## src/rtl/cmp_pkg.sv

```systemverilog
// Shared types for the sequential magnitude comparator: FSM states, one-hot result codes, chunk sizing.
// Latency: n/a (declarations only). Backpressure: n/a.
// Optional build macro used by the comparator: CMP_SIGNED_EN.
package cmp_pkg;

    typedef enum logic {
        IDLE = 1'b0,
        SCAN = 1'b1
    } state_t;

    // Result bits are ordered {equal, greater, smaller}.
    localparam logic [2:0] RES_NONE = 3'b000;
    localparam logic [2:0] RES_EQ   = 3'b100;
    localparam logic [2:0] RES_GT   = 3'b010;
    localparam logic [2:0] RES_LT   = 3'b001;

    function automatic int nchunk(input int width, input int chunk);
        return width / chunk;
    endfunction

    function automatic int idx_width(input int width, input int chunk);
        int n;
        n = width / chunk;
        return (n > 1) ? $clog2(n) : 1;
    endfunction

endpackage

```

## src/rtl/cmp_chunk.sv

```systemverilog
// Combinational CHUNK-bit unsigned magnitude comparator.
// Latency: 0 cycles. Backpressure: none (pure logic).
// Exactly one of eq/gt/lt is high for any input pair.
module cmp_chunk #(
    parameter int CHUNK = 4
) (
    input  logic [CHUNK-1:0] a,
    input  logic [CHUNK-1:0] b,
    output logic             eq,
    output logic             gt,
    output logic             lt
);

    assign eq = (a == b);
    assign gt = (a > b);
    assign lt = (a < b);

endmodule

```

## src/rtl/cmp_seq_nb.sv

```systemverilog
// Multi-cycle WIDTH-bit comparator, CHUNK bits per cycle MSB first, early exit on first differing chunk.
// Latency: 1..WIDTH/CHUNK cycles after the start edge. Backpressure: start ignored while busy.
// CMP_SIGNED_EN adds signed_mode for two's-complement ordering; default build is unsigned only.
import cmp_pkg::*;

module cmp_seq_nb #(
    parameter int WIDTH = 16,
    parameter int CHUNK = 4
) (
    input  logic             clk,
    input  logic             rst,
    input  logic             start,
    input  logic [WIDTH-1:0] a,
    input  logic [WIDTH-1:0] b,
`ifdef CMP_SIGNED_EN
    input  logic             signed_mode,
`endif
    output logic             busy,
    output logic             done,
    output logic             a_is_equal,
    output logic             a_is_greater,
    output logic             a_is_smaller
);

    localparam int NCHUNK = nchunk(WIDTH, CHUNK);
    localparam int IDX_W  = idx_width(WIDTH, CHUNK);
    localparam logic [IDX_W-1:0] IDX_LAST = IDX_W'(NCHUNK - 1);
`ifdef CMP_SIGNED_EN
    localparam logic [WIDTH-1:0] SIGN_MASK = WIDTH'(1) << (WIDTH - 1);
`endif

    state_t             state;
    logic [WIDTH-1:0]   a_q;
    logic [WIDTH-1:0]   b_q;
    logic [IDX_W-1:0]   idx;
    logic [2:0]         res_q;

    logic [CHUNK-1:0]   a_chunk;
    logic [CHUNK-1:0]   b_chunk;
    logic               c_eq;
    logic               c_gt;
    logic               c_lt;

    assign a_chunk = a_q[int'(idx)*CHUNK +: CHUNK];
    assign b_chunk = b_q[int'(idx)*CHUNK +: CHUNK];

    cmp_chunk #(
        .CHUNK (CHUNK)
    ) u_cmp_chunk (
        .a  (a_chunk),
        .b  (b_chunk),
        .eq (c_eq),
        .gt (c_gt),
        .lt (c_lt)
    );

    always_ff @(posedge clk or posedge rst) begin
        if (rst) begin
            state <= IDLE;
            busy  <= 1'b0;
            done  <= 1'b0;
            res_q <= RES_NONE;
            idx   <= '0;
            a_q   <= '0;
            b_q   <= '0;
        end else begin
            done <= 1'b0;
            case (state)
                IDLE: begin
                    if (start) begin
`ifdef CMP_SIGNED_EN
                        // Flipping both MSBs maps two's-complement order onto unsigned order.
                        a_q <= signed_mode ? (a ^ SIGN_MASK) : a;
                        b_q <= signed_mode ? (b ^ SIGN_MASK) : b;
`else
                        a_q <= a;
                        b_q <= b;
`endif
                        idx   <= IDX_LAST;
                        busy  <= 1'b1;
                        state <= SCAN;
                    end
                end
                SCAN: begin
                    if (!c_eq) begin
                        res_q <= {1'b0, c_gt, c_lt};
                        done  <= 1'b1;
                        busy  <= 1'b0;
                        state <= IDLE;
                    end else if (idx == '0) begin
                        res_q <= RES_EQ;
                        done  <= 1'b1;
                        busy  <= 1'b0;
                        state <= IDLE;
                    end else begin
                        idx <= idx - 1'b1;
                    end
                end
                default: state <= IDLE;
            endcase
        end
    end

    assign a_is_equal   = res_q[2];
    assign a_is_greater = res_q[1];
    assign a_is_smaller = res_q[0];

endmodule

```

## config.mk

```make
export PLATFORM = sky130hd
export DESIGN_NAME = cmp_seq_nb
export DESIGN_NICKNAME = d
export VERILOG_FILES = /design/src/rtl/cmp_pkg.sv /design/src/rtl/cmp_chunk.sv /design/src/rtl/cmp_seq_nb.sv
export SDC_FILE = /design/constraint.sdc
export NUM_CORES = 1
export LEC_CHECK = 0
export CAP_MARGIN = 20
export CORE_MARGIN = 2
export CORE_UTILIZATION = 54
export DETAILED_ROUTE_END_ITERATION = 10
export PLACE_DENSITY = 0.82
export RECOVER_POWER = 25
export REMOVE_ABC_BUFFERS = 1
export SYNTH_ARGS = -nofsm -noshare
export SYNTH_HDL_FRONTEND = slang
export SYNTH_SLANG_ARGS = --single-unit
```

## constraint.sdc

```tcl
create_clock -name clk -period 6.79 [get_ports clk]
set_clock_uncertainty 0.1 [all_clocks]
set_input_delay 1.358 -clock clk [delete_from_list [all_inputs] [get_ports clk]]
set_output_delay 1.358 -clock clk [all_outputs]
set_load 0.005 [all_outputs]
```

==> flow_metrics.tcl, run 1 <==
set metrics [dict create \
    place_congestion 0.667 \
    fin_crit_sh_pct 50.5 \
    instances_no_fill 210 \
    wl_per_cell_um 15.2 \
    report.final.slew_viol_count 41 \
    worstMarginPinSlew_ps 2030 \
    dp_hpwl_um 2260 \
    firstDrtPassIters 4 \
    nets 203 \
    rsz0062_at_grt "false" \
    synth_seq_area_share_pct 52.0 \
    dp_cells 202 \
    die_x_um 63.7 \
    grt_pass1_vias 1207 \
    reg2regPathDepth 6 \
    start_kind "primary input" \
    pin_count 40 \
    synth_top_area_share_pct 52.0 \
    synth_area_leaders "dfrtp_1 (52%), mux2_4 (20%), mux4_2 (9.4%), mux2_2 (3.5%), ha_1 (3.3%)" \
    min_period_ps 3430 \
    whs_path_depth 1 \
    num_rows 21 \
    leakage_nw 1.09 \
    cts_hold_buf 0 \
    antenna_found_initial 0 \
    path_clk_slew_ps 100 \
    netlist.top_cell.by_area "dfrtp_1" \
    worst_ep_required_time_ps 6760 \
    maxCapViolCount 1 \
    yosysMostFrequentCell "dfrtp_1" \
    synth-warning-count 0 \
    dominantRegCellSynth "dfrtp_1" \
    gr-total-overflow 0 \
    cts.sinks 40 \
    postCtsSetupRepairBufs 0 \
    die_y_um 63.7 \
    violations "capacitance limit, slew limit" \
    antenna_cells 0 \
    syn_area_per_cell_sq_um 15.9 \
    power_density_nw_per_um2 344 \
    synth-edff-count 0 \
    hold_class "reg2reg" \
    area_delta_synth_final_pct 24.1 \
    synth_common_cells "dfrtp_1 (40), mux2_4 (26), inv_1 (9)" \
    arrival_ps 3400 \
    cts_max_level 2 \
    grt_pass1_wl_um 5630 \
    io_buffers 39 \
    via_per_inst 5.35 \
    root_buffer "clkbuf_4" \
    num_vias 1124 \
    core_area_sq_um 3390 \
    wirelength_um 3190 \
    cts_tree "yes" \
    first_iter_violations 42 \
    syn_area_sq_um 1920 \
    ys_async_sr_fraction_pct 100 \
    drive_gt1_share_pct 30.5 \
    ctsResizeCount 0 \
    yosysUniqueCellTypes 21 \
    die_area_sq_um 4060 \
    worstSetupPathType "in2async" \
    fin_util_pct 70.5 \
    syn_inst 121 \
    hold_violations 0 \
    regArea_sq_um 1000 \
    maxSlewHeadroom_pct -35.5 \
    critPathCaptureType "asynchronous set/reset pin" \
    setup_viol 0 \
    clk_latency_ps 340 \
    fin_setup_tns_ps 0 \
    cp_max_fo 40 \
    cts_buffers 5 \
    grt_max_degree 41 \
    track_usage_pct 18.6 \
    drcViolationCount 0 \
    clock_path_buffers 2 \
    drtAntennaViolNets 0 \
    ir_worst_vdd_mv 0.183 \
    ys_seq_elements 40 \
    run_status "finished, violations left" \
    start_util_pct 56.8 \
    multi_input_area_sq_um 836 \
    n_fill_cell 238 \
    fmax_mhz 291 \
]
[cells in the final DEF (no fill, tap or decap)]
cell and instances:
dlygate4sd3_1 1, a21oi_1 5, or2_2 1, o21a_1 1, clkbuf_4 5, a22o_1 1, buf_4 1, o21ai_0 1
inv_1 9, nor2_1 1, nor3_1 2, dfrtp_1 40, clkbuf_8 1, ha_1 5, nor2b_4 1, nor4b_2 1
clkdlybuf4s50_1 38, o31ai_1 1, nand2_1 4, mux2i_1 1, a21o_1 1, clkbuf_1 3, mux2_4 26, mux2_2 6
mux4_2 8
[worst paths after layout]
path	from	to	slack (ps)
setup / recovery	rst	a_q[7]$_DFFE_PP0P_	3360
hold / removal	busy$_DFFE_PP0P_	busy$_DFFE_PP0P_	390
setup reg to reg	idx[0]$_DFFE_PP0P_	idx[0]$_DFFE_PP0P_	4190
hold reg to reg	busy$_DFFE_PP0P_	busy$_DFFE_PP0P_	390
max in group clk	start	a_q[6]$_DFFE_PP0P_	4070
min in group asynchronous	rst	b_q[9]$_DFFE_PP0P_	2070
[registers in the layout, indices dropped and copies added (netlist names)]
| name | count |
|---|---|
| a_q | 16 |
| b_q | 16 |
| res_q | 3 |
| idx | 2 |
| busy | 1 |
| done | 1 |
| state | 1 |
[where the power goes]
| group | switching [mW] | internal [mW] |
|---|---|---|
| logic | 0.112 | 0.209 |
| registers | 0.0563 | 0.322 |
| clock network | 0.0713 | 0.0511 |
| total | 0.240 | 0.582 |
[layer usage]
| metal | vias up | routed length (um) | GRT usage [%] |
|---|---|---|---|
| li1 | 516 | - | - |
| met1 | 572 | 1470 | 24.2 |
| met2 | 32 | 1520 | 29.1 |
| met3 | 4 | 168 | 4.64 |
| met4 | 0 | 26 | 8.97 |
| met5 | - | 0 | 0 |
[per-stage QoR]
stage | setup WS, ps | cell area (sq um) | hold slack [ps] | power (mW)
after floorplan | 2530 | 1860 | 374 | 0.613
after global placement | 3770 | 2330 | 361 | 0.689
after detailed placement | 3710 | 2330 | 372 | 0.708
after CTS | 4080 | 2390 | 395 | 0.833
after global routing | 2880 | 2390 | 413 | 0.886
final | 3360 | 2390 | 393 | 0.822
[critical path, stage by stage]
cell	delay [ps]
dlygate4sd3_1	530
inv_1	50
clkbuf_1	1440
[cells by family after synthesis]
logic type      share of synthesized area [%]
flops                                    52.0
compound gates                           3.19
mux                                      33.7
fa+ha+maj                                3.25
simple gates                             2.93
buf+inv                                  4.94
[cell type report]
| cell class | instances | share of cell area, % |
|---|---|---|
| timing repair buffer | 41 | 16.8 |
| sequential | 40 | 41.9 |
| clock buffer | 8 | 2.46 |
| multi-input combinational | 66 | 35.0 |
| tap | 46 | 2.41 |
| inverter | 9 | 1.41 |
No activity file was read; power rests on OpenSTA's default activity.
==> run 2, diff against run 1 <==
--- a/config.mk
+++ b/config.mk
@@ -7,9 +7,9 @@
 export LEC_CHECK = 0
 export CAP_MARGIN = 20
 export CORE_MARGIN = 2
-export CORE_UTILIZATION = 54
+export CORE_UTILIZATION = 50
 export DETAILED_ROUTE_END_ITERATION = 10
-export PLACE_DENSITY = 0.82
+export PLACE_DENSITY = 0.76
 export RECOVER_POWER = 25
 export REMOVE_ABC_BUFFERS = 1
 export SYNTH_ARGS = -nofsm -noshare
==> constraint.sdc (replaced) <==
create_clock -name clk -period 3.2 [get_ports clk]
set_clock_uncertainty 0.1 [all_clocks]
set_input_delay 0.64 -clock clk [delete_from_list [all_inputs] [get_ports clk]]
set_output_delay 0.64 -clock clk [all_outputs]
set_load 0.005 [all_outputs]
==> flow_metrics.tcl, run 2 (same netlist as run 1, synthesis figures left out) <==
set metrics [dict create \
    clk_latency_ps 280 \
    ctsResizeCount 0 \
    antenna_cells 0 \
    mostFrequentLayoutCells "dfrtp_1 (40), clkdlybuf4s50_1 (38), mux2_4 (26), inv_1 (9), mux4_2 (8)" \
    finalPower_mw 1.81 \
    pin_count 40 \
    cts_hold_buf 0 \
    antenna_found_initial 0 \
    placed_cell_area_sq_um 2340 \
    io_buffers 39 \
    min_period_ps 2560 \
    fin_util_pct 65.7 \
    critical-path-max-stage-delay_ps 710 \
    nets 203 \
    dp_cells 204 \
    postCtsSetupRepairBufs 0 \
    core_area_sq_um 3690 \
    die_area_sq_um 4360 \
    die_y_um 66.0 \
    die_x_um 66.0 \
    run_status "finished clean" \
    power_frac_clock_pct 18.3 \
    crit_slowest_cell "dfrtp_1" \
    grt_pass1_vias 1236 \
    drtAntennaViolNets 0 \
    track_usage_pct 16.4 \
    hold_violations 0 \
    clock_path_buffers 2 \
    final_common_cell "dfrtp_1" \
    final_area_sq_um 2420 \
    crit_family "flip-flops" \
    wirelength_um 2940 \
    cts_max_level 2 \
    leakage_nw 1.11 \
    fmax_mhz 390 \
    critPathCaptureType "register" \
    root_buffer "clkbuf_8" \
    internal_power_mw 1.31 \
    p_switching_mw 0.504 \
    drcViolationCount 0 \
    cp_cell_sequence "mux4_2, ha_1, nand2_1, nor4b_2, nor3_1, a21oi_1" \
    cp_max_fo 11 \
    ir_worst_vdd_mv 0.377 \
    cts_buffers 5 \
    cts_tree "yes" \
    grt_pass1_wl_um 5330 \
    reg_top3 "a_q (16), b_q (16), res_q (3)" \
    grt_max_degree 41 \
    fin_crit_sh_pct 80.1 \
    start_util_pct 52.2 \
    instances_no_fill 212 \
    first_iter_violations 36 \
    area_delta_synth_final_pct 25.9 \
    worstSetupPathType "reg2reg" \
    gr-total-overflow 0 \
    pwr-share-comb_pct 37.3 \
    rsz0062_at_grt "false" \
    wl_per_cell_um 13.9 \
    via_per_inst 5.12 \
    start_kind "register" \
    n_fill_cell 292 \
    critPathBufInv 0 \
    num_rows 22 \
    report.final.slew_viol_count 0 \
    power_density_nw_per_um2 746 \
    seqPwrFrac_pct 44.4 \
    path_clk_slew_ps 70 \
    dp_hpwl_um 2140 \
    maxCapViolCount 0 \
    firstDrtPassIters 3 \
    sw_frac_of_total_pct 27.9 \
    place_congestion 0.686 \
    maxSlewHeadroom_pct 37.2 \
    drive_gt1_share_pct 31.1 \
    arrival_ps 2670 \
    worstMarginPinSlew_ps 942 \
    num_vias 1086 \
    worst_ep_required_time_ps 3310 \
    cts.sinks 40 \
    hold_class "reg2reg" \
    fin_setup_tns_ps 0 \
    setup_viol 0 \
]
[run 2: cell types whose count changed in the layout (fill, tap and decap cells not counted)]
cell and change:
clkbuf_4 -5, clkbuf_8 +5, clkbuf_1 -1, clkbuf_2 +1
[run 2: area by class of cell]
class                   instances  area [sq um]  area share (%)
flip-flops and latches         40          1000            41.3
multi-input cells              66           836            34.5
repair buffers                 41           403            16.6
clock buffers                   8          90.1            3.72
well taps                      48          60.1            2.48
inverters                       9          33.8            1.39
[run 2: power by group through the flow]
stage          Clock [mW]  Sequential, mW  Combinational, mW
2_1_floorplan           0           0.774              0.526
3_3_place_gp            0           0.814              0.655
3_5_place_dp            0           0.817              0.680
4_1_cts             0.341           0.807              0.684
5_1_grt             0.362           0.831              0.744
6_report            0.331           0.802              0.676
[run 2: per-layer routing]
layer / vias up / global-route usage (%) / part of all wire (%)
met1: 545 / 20.6 / 44
met5: - / 0 / 0
met3: 5 / 3.58 / 4.8
met2: 24 / 27.5 / 50
li1: 512 / - / -
met4: 0 / 6.89 / 1.4
[run 2: path summary, 6_finish.rpt]
kind | slack [ps] | from | depth (start not counted) | end
min in group asynchronous | 980 | rst | 3 | b_q[9]$_DFFE_PP0P_
max in group asynchronous | 1440 | rst | 3 | res_q[1]$_DFFE_PP0P_
worst max-delay path | 640 | idx[0]$_DFFE_PP0P_ | 6 | idx[0]$_DFFE_PP0P_
worst max register to register | 640 | idx[0]$_DFFE_PP0P_ | 6 | idx[0]$_DFFE_PP0P_
worst min register to register | 380 | busy$_DFFE_PP0P_ | 1 | busy$_DFFE_PP0P_
worst min-delay path | 380 | busy$_DFFE_PP0P_ | 1 | busy$_DFFE_PP0P_
[run 2: through the flow]
step / setup WS [ps] / hold WS, ps
after detailed placement: 615 / 369
after CTS: 583 / 384
final: 636 / 378
after global routing: 425 / 399
after floorplan: -338 / 374
after global placement: 752 / 365
